`src/rtl/imm_encoder_if.sv`:
```
// Request/result bundle for the immediate encoder: the master issues Start/Value/ImmSrc,
// the slave returns Busy/Done and the encoded Field with its Valid flag.
interface imm_encoder_if;
    logic        Start;
    logic [31:0] Value;
    logic [1:0]  ImmSrc;
    logic        Busy;
    logic        Done;
    logic        Valid;
    logic [23:0] Field;

    modport master (
        output Start, Value, ImmSrc,
        input  Busy, Done, Valid, Field
    );

    modport slave (
        input  Start, Value, ImmSrc,
        output Busy, Done, Valid, Field
    );
endinterface

```
`src/rtl/imm_encoder.sv`:
```
// Packs a 32-bit constant into the Instr[23:0] immediate field for the selected ImmSrc.
// Data-processing constants are found by a sequential rotation search, one rotation per clock.
module imm_encoder #(
    parameter int ROT_STEPS = 16
) (
    input  logic          clk,
    input  logic          reset,
    imm_encoder_if.slave  bus
);

    typedef enum logic [1:0] {IDLE, SEARCH, DONE} stateType;
    typedef enum logic [1:0] {IMM_NONE, IMM_DP, IMM_MEM, IMM_BRANCH} immSrcType;

    localparam logic [3:0] LAST_ROT = 4'(ROT_STEPS - 1);

    stateType    state;
    logic [3:0]  rot;
    logic [31:0] valueReg;
    logic        busyReg;
    logic        doneReg;
    logic        validReg;
    logic [23:0] fieldReg;

    logic [63:0] rotWide;
    logic [31:0] cand;
    logic        nonDpValid;
    logic [23:0] nonDpField;
    immSrcType   reqSrc;

    // Rotating the doubled word left keeps the shift in range for every rot, including 0.
    assign rotWide = {valueReg, valueReg} << {rot, 1'b0};
    assign cand    = rotWide[63:32];
    assign reqSrc  = immSrcType'(bus.ImmSrc);

    // NOTE: every output of a combinational block gets a default first, so no path leaves
    // a variable unassigned and no latch is inferred.
    always_comb begin
        nonDpValid = 1'b0;
        nonDpField = '0;
        case (reqSrc)
            IMM_MEM: begin
                nonDpValid = (bus.Value[31:12] == 20'd0);
                nonDpField = nonDpValid ? {12'd0, bus.Value[11:0]} : 24'd0;
            end
            IMM_BRANCH: begin
                // Word-aligned offset whose sign reaches down to bit 25.
                nonDpValid = (bus.Value[1:0] == 2'b00) &&
                             ((&bus.Value[31:25]) || !(|bus.Value[31:25]));
                nonDpField = nonDpValid ? bus.Value[25:2] : 24'd0;
            end
            default: begin
                nonDpValid = 1'b0;
                nonDpField = '0;
            end
        endcase
    end

    // NOTE: sequential state uses non-blocking assignments so every flop samples the
    // pre-edge values regardless of statement order.
    always_ff @(posedge clk or posedge reset) begin
        if (reset) begin
            state    <= IDLE;
            rot      <= '0;
            valueReg <= '0;
            busyReg  <= 1'b0;
            doneReg  <= 1'b0;
            validReg <= 1'b0;
            fieldReg <= '0;
        end else begin
            case (state)
                IDLE: begin
                    if (bus.Start) begin
                        valueReg <= bus.Value;
                        rot      <= '0;
                        busyReg  <= 1'b1;
                        if (reqSrc == IMM_DP) begin
                            state <= SEARCH;
                        end else begin
                            state    <= DONE;
                            doneReg  <= 1'b1;
                            validReg <= nonDpValid;
                            fieldReg <= nonDpField;
                        end
                    end
                end
                SEARCH: begin
                    if (cand[31:8] == 24'd0) begin
                        state    <= DONE;
                        doneReg  <= 1'b1;
                        validReg <= 1'b1;
                        fieldReg <= {12'd0, rot, cand[7:0]};
                    end else if (rot == LAST_ROT) begin
                        state    <= DONE;
                        doneReg  <= 1'b1;
                        validReg <= 1'b0;
                        fieldReg <= '0;
                    end else begin
                        rot <= rot + 4'd1;
                    end
                end
                DONE: begin
                    state   <= IDLE;
                    busyReg <= 1'b0;
                    doneReg <= 1'b0;
                end
                default: begin
                    state   <= IDLE;
                    busyReg <= 1'b0;
                    doneReg <= 1'b0;
                end
            endcase
        end
    end

    assign bus.Busy  = busyReg;
    assign bus.Done  = doneReg;
    assign bus.Valid = validReg;
    assign bus.Field = fieldReg;

endmodule

```
`src/flat_wrapper.sv`:
```
// flat-port wrapper written by rule: the top's interface ports become plain ports
module imm_encoder_flat 
#(
    parameter int ROT_STEPS = 16
)
  (clk, reset, bus_Start, bus_Value, bus_ImmSrc, bus_Busy, bus_Done, bus_Valid, bus_Field);
  imm_encoder_if bus_i ();
  input  logic clk;
  input  logic reset;
  input wire logic [$bits(bus_i.Start)-1:0] bus_Start;
  input wire logic [$bits(bus_i.Value)-1:0] bus_Value;
  input wire logic [$bits(bus_i.ImmSrc)-1:0] bus_ImmSrc;
  output wire logic [$bits(bus_i.Busy)-1:0] bus_Busy;
  output wire logic [$bits(bus_i.Done)-1:0] bus_Done;
  output wire logic [$bits(bus_i.Valid)-1:0] bus_Valid;
  output wire logic [$bits(bus_i.Field)-1:0] bus_Field;
  assign bus_i.Start = bus_Start;
  assign bus_i.Value = bus_Value;
  assign bus_i.ImmSrc = bus_ImmSrc;
  assign bus_Busy = bus_i.Busy;
  assign bus_Done = bus_i.Done;
  assign bus_Valid = bus_i.Valid;
  assign bus_Field = bus_i.Field;
  imm_encoder #(.ROT_STEPS(ROT_STEPS)) u_core (.clk(clk), .reset(reset), .bus(bus_i));
endmodule
```
`config.mk`:
```
export PLATFORM = sky130hd
export DESIGN_NAME = imm_encoder_flat
export DESIGN_NICKNAME = d
export VERILOG_FILES = /design/src/rtl/imm_encoder_if.sv /design/src/rtl/imm_encoder.sv /design/src/flat_wrapper.sv
export SDC_FILE = /design/constraint.sdc
export NUM_CORES = 1
export LEC_CHECK = 0
export CAP_MARGIN = 10
export CORE_MARGIN = 2
export CORE_UTILIZATION = 50
export CTS_CLUSTER_DIAMETER = 200
export CTS_CLUSTER_SIZE = 24
export DETAILED_ROUTE_END_ITERATION = 6
export PLACE_DENSITY = 0.84
export SYNTH_ARGS = -nofsm -noshare
export SYNTH_HDL_FRONTEND = slang
export SYNTH_SLANG_ARGS = --single-unit
```
`constraint.sdc`:
```
create_clock -name clk -period 5.8 [get_ports clk]
set_input_delay 0.58 -clock clk [delete_from_list [all_inputs] [get_ports clk]]
set_output_delay 0.58 -clock clk [all_outputs]
set_load 0.05 [all_outputs]
```
==> results of run 1 <==
[metal layers]
layer	track usage, %	wire length [um]
met2	46.1	6610
met4	11.0	410
met5	0	0
met1	37.3	5380
met3	6.89	1250
[cell usage in the layout (no fill, tap or decap), drive strengths merged, types with 3 or more instances in the layout]
cell           netlist  final
mux2i               28     28
a22o                11     11
mux4                25     25
nor4                 8      8
buf                 24      7
or4                  3      3
a31oi                7      7
a22oi               12     12
a2111oi              4      4
nand4                3      3
mux2                16     16
dfrtp               65     65
clkdlybuf4s50        0     63
clkbuf              23      9
or2                  4      4
nor4b                4      4
a221oi               3      3
inv                 14     17
o2bb2ai              6      6
nor3                14     14
nor2                42     42
o211ai               4      4
o21ai               15     15
nor2b                4      4
nand2              111    111
a211oi               8      8
or3                  3      3
clkinv               1      3
a21oi               10     10
[cell type report]
class / count / area [sq um]
clock inverter: 7 / 77.6
inverter: 15 / 56.3
clock buffer: 9 / 124
timing repair buffer: 70 / 683
sequential: 65 / 1630
tap: 111 / 139
fill: 778 / 3690
multi-input combinational: 376 / 2710
[logic make-up (layout without fill, tap and decap cells)]
family / after synthesis / in the layout / synth area share, %
simple gates: 210 / 210 / 20.3
flops: 65 / 65 / 35.1
mux: 69 / 69 / 22.1
buf+inv: 62 / 101 / 6.27
fa+ha+maj: 1 / 1 / 0.270
compound gates: 95 / 95 / 15.7
xor+xnor: 1 / 1 / 0.189
[path summary, 6_finish.rpt]
kind                                            from              endpoint  slack [ns]  cells past startpoint
min in group asynchronous                      reset       u_core.state[1]        0.77                      3
worst min-delay path            u_core.bus.Field[12]  u_core.bus.Field[12]        0.51                      1
worst min register to register  u_core.bus.Field[12]  u_core.bus.Field[12]        0.51                      1
worst max-delay path                   u_core.rot[1]   u_core.bus.Field[3]        1.48                      8
max in group asynchronous                      reset         u_core.rot[1]        4.45                      3
worst max register to register         u_core.rot[1]   u_core.bus.Field[3]        1.48                      8
[per-stage QoR]
stage / hold WS, ns / utilization, % / cell area (sq um)
6_report: 0.506 / 59.5 / 5420
5_1_grt: 0.521 / 59.5 / 5420
4_1_cts: 0.503 / 59.5 / 5420
3_5_place_dp: 0.477 / 57.3 / 5220
3_3_place_gp: 0.478 / 57.3 / 5220
2_1_floorplan: 0.515 / - / 4630
[sequential cells by signal, summed over array words and instances, names as in the netlist]
name,count
u_core.bus.Field,24
u_core.bus.Valid,1
u_core.bus.Done,1
u_core.valueReg,32
u_core.bus.Busy,1
u_core.rot,4
u_core.state,2
[power breakdown]
part	internal [W]	leakage [nW]	total, W	switching (W)
clock network	0.000203	0.101	0.000393	0.000190
logic	0.000558	1.27	0.00116	0.000601
registers	0.000578	0.841	0.000961	0.000383
[worst max-delay path: cells and delay by family, from the launching register on]
family,cells,cell delay (ns)
compound gates,4,1.53
xor+xnor,1,0.23
buf+inv,1,0.54
flops,1,0.88
mux,1,0.42
simple gates,1,0.55
[synth_stat cells (3+ instances only)]
library cell / count / area share [%]
o21ai_0: 14 / 1.5
o211ai_1: 4 / 0.65
mux2_1: 6 / 1.5
or2_2: 4 / 0.54
nor4b_1: 4 / 0.76
mux2_2: 10 / 2.4
nor2b_1: 4 / 0.54
buf_6: 4 / 0.97
nand2_1: 111 / 9.0
dfrtp_1: 65 / 35
mux2i_1: 28 / 6.1
a22o_1: 11 / 2.1
nor2_1: 42 / 3.4
o2bb2ai_1: 6 / 1.1
a21oi_1: 10 / 1.1
buf_4: 4 / 0.65
buf_1: 6 / 0.49
a31oi_1: 7 / 0.95
mux4_2: 25 / 12
nor4_1: 8 / 1.1
a211oi_1: 7 / 1.1
or3_1: 3 / 0.41
a22oi_1: 12 / 1.9
nor3_1: 14 / 1.5
inv_1: 14 / 1.1
nand4_1: 3 / 0.41
a221oi_1: 3 / 0.57
buf_2: 10 / 1.1
clkbuf_1: 23 / 1.9
==> metrics.csv, run 1 <==
stage,metric,value,unit
yosys,Synth Flop Type,dfrtp_1,
worst_hold_path,Hold Crit Class,register to register,
worst_setup_path,Arrival @ worst endpoint,4.55,ns
detailed_routing,routed vias/inst,6.57,
detailed_routing,drt first pass iters,5,
yosys,async set-reset flop share out of synthesis,100,%
yosys,Avg Inst Size Synth,9.20,sq um
yosys,mapped cell area,0.00463,sq mm
clocking,Clock transition at path regs,0.08,ns
placed_design,GPL Wtd Cong,0.973,
sta,Slew HR,22.6,%
detailed_routing,drt drc,0,
sta,Max Transition Viols Final,0,
sta,Final min period,4.32,ns
die,Ports,64,
finish,n_diodes,0,
sta,post-route setup slack,1.48,ns
yosys,Synth Instances,503,
sta,Final period util,74.5,%
worst_setup_path,crit path kind,register to register,
clocking,H-tree levels,3,
die,core area,0.00911,sq mm
sta,RSZ-0062 raised after global routing,no,
placed_design,Place WS,1.56,ns
detailed_routing,routed via count,4293,
power_and_ir_drop,total power,0.00251,W
sta,FMAX,232,MHz
clocking,clk_lat worst skew,0.35,ns
yosys,Post-synth EDFFs,0,
die,Die X,100,um
global_routing,largest net degree at the start of global routing,66,
yosys,Syn. warnings,0,
die,Die Ht,100,um
yosys,"Seq/Total Area, Yosys",35.1,%
flow_run,max_cap viols,0,
clocking,Clock Sinks,65,
worst_setup_path,crit path max fanout,42,
detailed_routing,WL final,13600,um
global_routing,Overflow after GRT,0,
worst_setup_path,worst path cell trace,buf_4 > xor2_1 > a221oi_1 > o32a_1 > or4_4 > a211oi_4 > o21ai_4 > mux2_1,
die,DIE AREA,0.0100,sq mm
clocking,CTS Root Cell,clkbuf_8,
finish,nets,575,
power_and_ir_drop,leakage,2.21,nW
sta,Final Hold Viols,0,
die,starting density of the core,50.8,%
finish,share of layout cells above drive strength 1,12.5,%
die,row count,35,
yosys,number of synthesized register bits,65,
clocking,CTS max path bufs,2,
clocking,Post-CTS Hold Fix Bufs,0,
worst_setup_path,"Req. time, crit path",6.04,ns
finish,fin cells,653,
yosys,syn nets,541,
worst_setup_path,Crit-path slowest cell,dfrtp_2,
detailed_routing,DRT iter0 DRCs,411,
detailed_routing,post-route ant nets,0,
yosys,distinct cell type count after synthesis,59,
detailed_routing,Routed WL per cell,20.9,um
clocking,total CTS buffers,9,
placed_design,hpwl dp,9620,um
global_routing,global-route usage over all layers,28.5,%
worst_setup_path,"Largest stage delay, worst path",0.88,ns
placed_design,placed cells,637,
clocking,post-CTS sizing,0,
power_and_ir_drop,Worst IR Drop VDD,0.337,mV
placed_design,port buffer count,63,
global_routing,vias in the first global route,4218,
sta,Final setup viols,0,
power_and_ir_drop,power per cell area,464,mW/mm^2
clocking,postcts setup bufs,0,
status,outcome,"complete, no violations",
global_routing,first-pass GRT wire length,22200,um
worst_setup_path,crit end category,register,
sta,Fin Clk Skew,0.00904,ns
worst_setup_path,Startpoint Class,register,
sta,setup TNS,0,ns
global_routing,initial antenna violation count,0,
clocking,CTS tree,done,
sta,worst slew pin tran,1.16,ns
finish,area grow syn2layout,17.1,%
(Power assumes the default switching activity.)
==> run 2: changes to the inputs <==
==> constraint.sdc (replaced) <==
create_clock -name clk -period 4.5 [get_ports clk]
set_input_delay 0.45 -clock clk [delete_from_list [all_inputs] [get_ports clk]]
set_output_delay 0.45 -clock clk [all_outputs]
set_load 0.05 [all_outputs]
==> run 2 against run 1 <==
  * Register-to-register slack got worse by 0.62 ns
  * Combinational power increased by 30%
  * Maximum frequency is 19% higher
  * Utilization rose by 0.41 points
  * Worst hold slack worse by 0.087 ns
  * Cell count increased by 0.31%
  * Sequential share of layout area down 0.21 points
  * Sequential cell count did not move
  * Wire length increased by 3.2%
  * Critical endpoint unchanged
==> metrics.csv, run 2 (synthesized netlist as in run 1, its figures left out) <==
stage,metric,value,unit,change
status,outcome,"complete, no violations",,
worst_setup_path,Arrival @ worst endpoint,3.86,ns,-0.69 ns
global_routing,Overflow after GRT,0,,unchanged
sta,Slew HR,22.4,%,-0.17 points
die,DIE AREA,0.0100,sq mm,unchanged
power_and_ir_drop,Worst IR Drop VDD,0.326,mV,-3.1%
worst_setup_path,worst path cell trace,buf_4 > mux4_2 > nor3_1 > o21ai_0 > o22a_1 > a211oi_4 > buf_4 > o21ai_4 > mux2_1,,
clocking,CTS tree,done,,
power_and_ir_drop,Int Power,0.00178,W,+33%
sta,Fin Hold WS,0.419,ns,-0.0869 ns
global_routing,largest net degree at the start of global routing,46,,-30%
clocking,post-CTS sizing,0,,unchanged
sta,Max Transition Viols Final,0,,unchanged
sta,Final Hold Viols,0,,unchanged
placed_design,GPL Wtd Cong,0.979,,+0.64%
sta,RSZ-0062 raised after global routing,no,,
sta,setup TNS,0,ns,unchanged
worst_setup_path,"Largest stage delay, worst path",0.74,ns,-0.14 ns
detailed_routing,routed via count,4279,,-0.33%
sta,Final min period,3.64,ns,-0.683 ns
worst_setup_path,RR Startpoint,u_core.rot[1],,
clocking,Clock Sinks,65,,unchanged
clocking,total CTS buffers,9,,unchanged
finish,"commonest non-fill, non-tap cell in the layout",nand2_1,,
power_and_ir_drop,Clk pwr share,16.6,%,+1.0 points
die,core area,0.00911,sq mm,unchanged
finish,max FFs per register,32,,unchanged
power_and_ir_drop,Net Sw Frac,46.3,%,-0.40 points
worst_setup_path,CP bufs+invs,2,,+1
detailed_routing,post-route ant nets,0,,unchanged
sta,Fin Clk Skew,0.00714,ns,-0.00190 ns
finish,Fill cells,761,,-2.2%
sta,Final period util,80.8,%,+6.3 points
die,Ports,64,,unchanged
global_routing,global-route usage over all layers,29.4,%,+0.84 points
clocking,CTS max path bufs,2,,unchanged
clocking,postcts setup bufs,0,,unchanged
power_and_ir_drop,combinational power share,45.5,%,-0.6 points
sta,Final setup viols,0,,unchanged
worst_setup_path,"Req. time, crit path",4.73,ns,-1.31 ns
worst_setup_path,Startpoint Class,register,,
worst_setup_path,worst-case reg-to-reg path depth,9,,+1
worst_hold_path,Hold Crit Class,input pin to asynchronous set/reset pin,,
finish,area grow syn2layout,17.9,%,
worst_setup_path,Crit path top cell by count,buf_4,,
global_routing,vias in the first global route,4289,,+1.7%
worst_setup_path,crit path max fanout,29,,-31%
placed_design,port buffer count,63,,unchanged
worst_setup_path,critical path's top delay family,multiplexers,,
die,starting density of the core,50.8,%,unchanged
detailed_routing,drt drc,0,,unchanged
detailed_routing,drt first pass iters,5,,unchanged
power_and_ir_drop,total power,0.00331,W,+32%
finish,nets,578,,+0.52%
detailed_routing,Routed WL per cell,21.5,um,+2.8%
clocking,Post-CTS Hold Fix Bufs,0,,unchanged
die,Die X,100,um,unchanged
clocking,Clock transition at path regs,0.07,ns,about the same
worst_setup_path,Crit-path slowest cell,dfrtp_2,,
worst_setup_path,crit path kind,register to register,,
die,Die Ht,100,um,unchanged
worst_setup_path,Worst R2R End,u_core.bus.Field[3],,
finish,share of layout cells above drive strength 1,12.9,%,+0.32 points
power_and_ir_drop,power per cell area,607,mW/mm^2,+31%
global_routing,initial antenna violation count,0,,unchanged
worst_setup_path,crit end category,register,,
power_and_ir_drop,leakage,2.23,nW,+0.79%
placed_design,hpwl dp,10100,um,+4.6%
power_and_ir_drop,Psw,0.00154,W,+31%
finish,most frequent cells in the layout,"nand2_1, dfrtp_1, clkdlybuf4s50_1",,
die,row count,35,,unchanged
global_routing,first-pass GRT wire length,22900,um,+2.9%
sta,FMAX,275,MHz,+19%
detailed_routing,DRT iter0 DRCs,412,,+0.24%
power_and_ir_drop,Seq pwr share,37.9,%,-0.3 points
clocking,CTS Root Cell,clkbuf_8,,
worst_setup_path,R2R setup slack,0.86,ns,-0.62 ns
finish,most flop-heavy register,u_core.valueReg,,
flow_run,max_cap viols,0,,unchanged
clocking,clk_lat worst skew,0.35,ns,about the same
finish,n_diodes,0,,unchanged
clocking,H-tree levels,3,,unchanged
detailed_routing,routed vias/inst,6.53,,-0.63%
sta,worst slew pin tran,1.16,ns,+0.00249 ns
detailed_routing,WL final,14100,um,+3.2%
-- run 2: changes by cell type in the layout (fill, tap and decap cells not counted) --
cell | before | now
bufinv_16 | 1 | 2
clkinv_2 | 1 | 0
buf_4 | 7 | 10
inv_6 | 3 | 1
clkinvlp_4 | 1 | 2
-- run 2: area by class of cell --
class,instances,area (sq um),share of cell area [%]
inverter,15,56.3,1.03
clock inverter,6,92.6,1.70
timing repair buffer,73,706,12.9
tap,111,139,2.54
sequential,65,1630,29.8
clock buffer,9,124,2.27
multi-input combinational,376,2710,49.7
-- run 2: worst max path at each step --
stage | slack [ns] | end | cells past startpoint | startpoint
CTS | 0.86 | u_core.bus.Field[3] | 9 | u_core.rot[1]
global placement | 0.97 | u_core.bus.Field[3] | 9 | u_core.rot[1]
global route | 0.59 | u_core.bus.Field[3] | 9 | u_core.rot[1]
floorplan | 1.66 | u_core.bus.Field[14] | 9 | u_core.rot[1]
finish | 0.86 | u_core.bus.Field[3] | 9 | u_core.rot[1]
detailed placement | 0.89 | u_core.bus.Field[3] | 9 | u_core.rot[1]
-- run 2: layer usage --
layer	GRT usage, %	vias to the layer above	part of all wire, %
li1	-	1913	-
met1	39.6	2034	39
met2	47.3	279	47
met3	5.15	53	10
met4	11.6	0	3.9
met5	0	-	0
-- run 2: metrics by stage --
step           area (sq um)  instances  utilization (%)  worst slack (ns)
6_report               5460        655             59.9             0.864
5_1_grt                5460        655             59.9             0.595
4_1_cts                5460        655             59.9             0.863
2_1_floorplan          4630        503                -              1.66
3_5_place_dp           5240        640             57.5             0.893
3_3_place_gp           5240        640             57.5             0.971
-- run 2: power groups by stage --
stage	Combinational, W	Clock, W	Sequential [W]
after CTS	0.00150	0.000553	0.00123
after floorplan	0.00132	0	0.000946
final	0.00151	0.000552	0.00126
after global placement	0.00146	0	0.00123
after global routing	0.00167	0.000577	0.00127
after detailed placement	0.00148	0	0.00124
==> run 3: changes to the inputs <==
--- a/config.mk
+++ b/config.mk
@@ -11,7 +11,7 @@
 export CTS_CLUSTER_DIAMETER = 200
 export CTS_CLUSTER_SIZE = 24
 export DETAILED_ROUTE_END_ITERATION = 6
-export PLACE_DENSITY = 0.84
+export PLACE_DENSITY = 0.87
 export SYNTH_ARGS = -nofsm -noshare
 export SYNTH_HDL_FRONTEND = slang
 export SYNTH_SLANG_ARGS = --single-unit
==> constraint.sdc (replaced) <==
create_clock -name clk -period 3 [get_ports clk]
set_input_delay 0.3 -clock clk [delete_from_list [all_inputs] [get_ports clk]]
set_output_delay 0.3 -clock clk [all_outputs]
set_load 0.05 [all_outputs]
==> run 3 against run 2 <==
  * Clock skew up 0.0029 ns
  * Sequential power up 36%
  * Die area unchanged
  * Setup slack worse by 0.82 ns
  * Non-clock buffer count up 37
  * Clock power up 70%
  * Cell count up 6.0%
  * Largest power group unchanged
==> metrics.csv, run 3 (synthesized netlist as in run 1, its figures left out) <==
stage,metric,value,unit,change
clocking,total CTS buffers,9,,unchanged
worst_setup_path,R2R setup slack,0.04,ns,-0.82 ns
worst_setup_path,CP endpoint,u_core.bus.Field[9],,
finish,nets,616,,+6.6%
detailed_routing,drt first pass iters,5,,unchanged
detailed_routing,WL final,15500,um,+10%
power_and_ir_drop,combinational power share,51.6,%,+6.1 points
clocking,CTS max path bufs,2,,unchanged
power_and_ir_drop,Seq pwr share,31.2,%,-6.7 points
power_and_ir_drop,Worst IR Drop VDD,0.538,mV,+65%
worst_setup_path,crit path kind,register to register,,
power_and_ir_drop,Net Sw Frac,44.2,%,-2.1 points
sta,Final Hold Viols,0,,unchanged
finish,most frequent cells in the layout,"nand2_1, clkdlybuf4s50_1, dfrtp_1",,
global_routing,Overflow after GRT,0,,unchanged
finish,post-route cell area,0.00587,sq mm,+7.6%
global_routing,global-route usage over all layers,31.6,%,+2.2 points
global_routing,first-pass GRT wire length,24100,um,+5.5%
clocking,CTS Root Cell,clkbuf_8,,
flow_run,max_cap viols,0,,unchanged
detailed_routing,routed vias/inst,6.57,,+0.56%
die,Die Ht,100,um,unchanged
finish,fin cells,694,,+6.0%
worst_hold_path,Hold Crit Class,input pin to asynchronous set/reset pin,,
sta,Final min period,2.96,ns,-0.680 ns
worst_setup_path,worst-case reg-to-reg path depth,10,,+1
clocking,Clock transition at path regs,0.08,ns,about the same
die,row count,35,,unchanged
detailed_routing,drt drc,0,,unchanged
worst_setup_path,"Largest stage delay, worst path",0.51,ns,-0.23 ns
die,Ports,64,,unchanged
global_routing,vias in the first global route,4395,,+2.5%
placed_design,placed inst area,0.00557,sq mm,+6.2%
detailed_routing,DR WL met3,1410,um,-1.9%
worst_setup_path,Arrival @ worst endpoint,3.21,ns,-0.65 ns
clocking,H-tree levels,3,,unchanged
power_and_ir_drop,leakage,2.46,nW,+10%
clocking,Clock Sinks,65,,unchanged
placed_design,GPL Wtd Cong,0.913,,-6.8%
placed_design,placed cells,675,,+5.5%
worst_setup_path,worst path cell trace,buf_12 > mux4_2 > mux2_2 > nand2b_1 > or4_4 > a211oi_4 > buf_6 > o21ai_2 > buf_4 > mux2i_1,,
die,DIE AREA,0.0100,sq mm,unchanged
worst_setup_path,Crit-path slowest cell,mux4_2,,
power_and_ir_drop,Clk pwr share,17.1,%,+0.5 points
detailed_routing,DRT iter0 DRCs,410,,-0.49%
worst_setup_path,Worst R2R End,u_core.bus.Field[9],,
die,Die X,100,um,unchanged
worst_setup_path,crit end category,register,,
finish,n_diodes,0,,unchanged
sta,worst slew pin tran,0.745,ns,-0.419 ns
global_routing,initial antenna violation count,0,,unchanged
sta,Final period util,98.5,%,+18 points
detailed_routing,DR top layer,met4,,
status,outcome,"complete, no violations",,
sta,FMAX,338,MHz,+23%
clocking,Post-CTS Hold Fix Bufs,0,,unchanged
sta,Slew HR,50.3,%,+28 points
clocking,clk_lat worst skew,0.35,ns,about the same
placed_design,port buffer count,63,,unchanged
placed_design,hpwl dp,11100,um,+9.9%
sta,Final setup viols,0,,unchanged
die,core area,0.00911,sq mm,unchanged
worst_setup_path,"Req. time, crit path",3.26,ns,-1.47 ns
worst_setup_path,worst setup path start,u_core.rot[1],,
sta,Fin Clk Skew,0.0100,ns,+0.00286 ns
placed_design,Place WS,-0.0253,ns,-0.919 ns
sta,post-route setup slack,0.0442,ns,-0.820 ns
detailed_routing,metal2 WL,7640,um,+16%
detailed_routing,post-route ant nets,0,,unchanged
die,starting density of the core,50.8,%,unchanged
sta,Max Transition Viols Final,0,,unchanged
detailed_routing,routed via count,4559,,+6.5%
clocking,CTS tree,done,,
power_and_ir_drop,Int Power,0.00306,W,+72%
finish,most flop-heavy register,u_core.valueReg,,
finish,share of layout cells above drive strength 1,19.0,%,+6.2 points
global_routing,largest net degree at the start of global routing,39,,-15%
detailed_routing,M1 wire length,6180,um,+12%
worst_setup_path,RR Startpoint,u_core.rot[1],,
finish,max FFs per register,32,,unchanged
power_and_ir_drop,power per cell area,933,mW/mm^2,+54%
finish,area grow syn2layout,26.9,%,
worst_setup_path,crit path max fanout,5,,-83%
sta,setup TNS,0,ns,unchanged
detailed_routing,Routed WL per cell,22.4,um,+4.1%
finish,"commonest non-fill, non-tap cell in the layout",nand2_1,,
worst_setup_path,Startpoint Class,register,,
power_and_ir_drop,Psw,0.00243,W,+58%
[run 3: cell types whose count changed in the layout (fill, tap and decap cells not counted), sizes merged]
cell      change
buf          +37
bufinv        +1
clkbuf        +1
clkinv        +1
clkinvlp      -1
inv           -1
o21ai         +1
[run 3: final cells by class]
| class | instances | area [sq um] |
|---|---|---|
| Inverter | 15 | 56.3 |
| Multi-Input combinational cell | 377 | 2720 |
| Sequential cell | 65 | 1630 |
| Tap cell | 111 | 139 |
| Timing Repair Buffer | 110 | 1070 |
| Fill cell | 730 | 3240 |
| Clock buffer | 10 | 138 |
| Clock inverter | 6 | 115 |
[run 3: worst max-delay path, delay by kind of cell, from the launching register on]
family / cells / cell delay, ns
multiplexers: 3 / 0.99
AND/OR/NAND/NOR: 2 / 0.59
buffers and inverters: 3 / 0.54
flip-flops: 1 / 0.43
AO/OA/AOI/OAI: 2 / 0.32
[run 3: worst min-delay path by stage]
stage	end	slack, ns	cells after the start
after floorplan	u_core.valueReg[0]	0.41	2
after global placement	u_core.bus.Field[23]	0.48	1
after detailed placement	u_core.bus.Field[6]	0.48	1
after CTS	u_core.bus.Field[11]	0.39	2
after global routing	u_core.bus.Done	0.46	2
final	u_core.bus.Field[11]	0.38	2
[run 3: timing repair]
action                                  4_1_cts  5_1_grt
setup buffers                                 1        1
cloned                                        0        1
endpoints found under the setup margin       11       30
gates resized for setup                       2        5
pin swaps                                     2        2
[run 3: metal layers]
metal	global-route usage, %	vias to the layer above
li1	-	1993
met1	41.6	2256
met2	52.9	272
met3	6.62	38
met4	9.17	0
met5	0	-
[run 3: metrics by stage]
step | power (W) | hold WS, ns | utilization, %
final | 0.00548 | 0.377 | 64.5
after global routing | 0.00575 | 0.458 | 64.5
after CTS | 0.00538 | 0.391 | 64.1
after detailed placement | 0.00441 | 0.481 | 61.1
after global placement | 0.00434 | 0.477 | 61.1
after floorplan | 0.00339 | 0.405 | -
[run 3: power groups by stage]
stage	registers (W)	logic (W)	clock network, W
after floorplan	0.00142	0.00198	0
after global placement	0.00167	0.00267	0
after detailed placement	0.00168	0.00273	0
after CTS	0.00167	0.00277	0.000942
after global routing	0.00173	0.00305	0.000972
final	0.00171	0.00283	0.000940
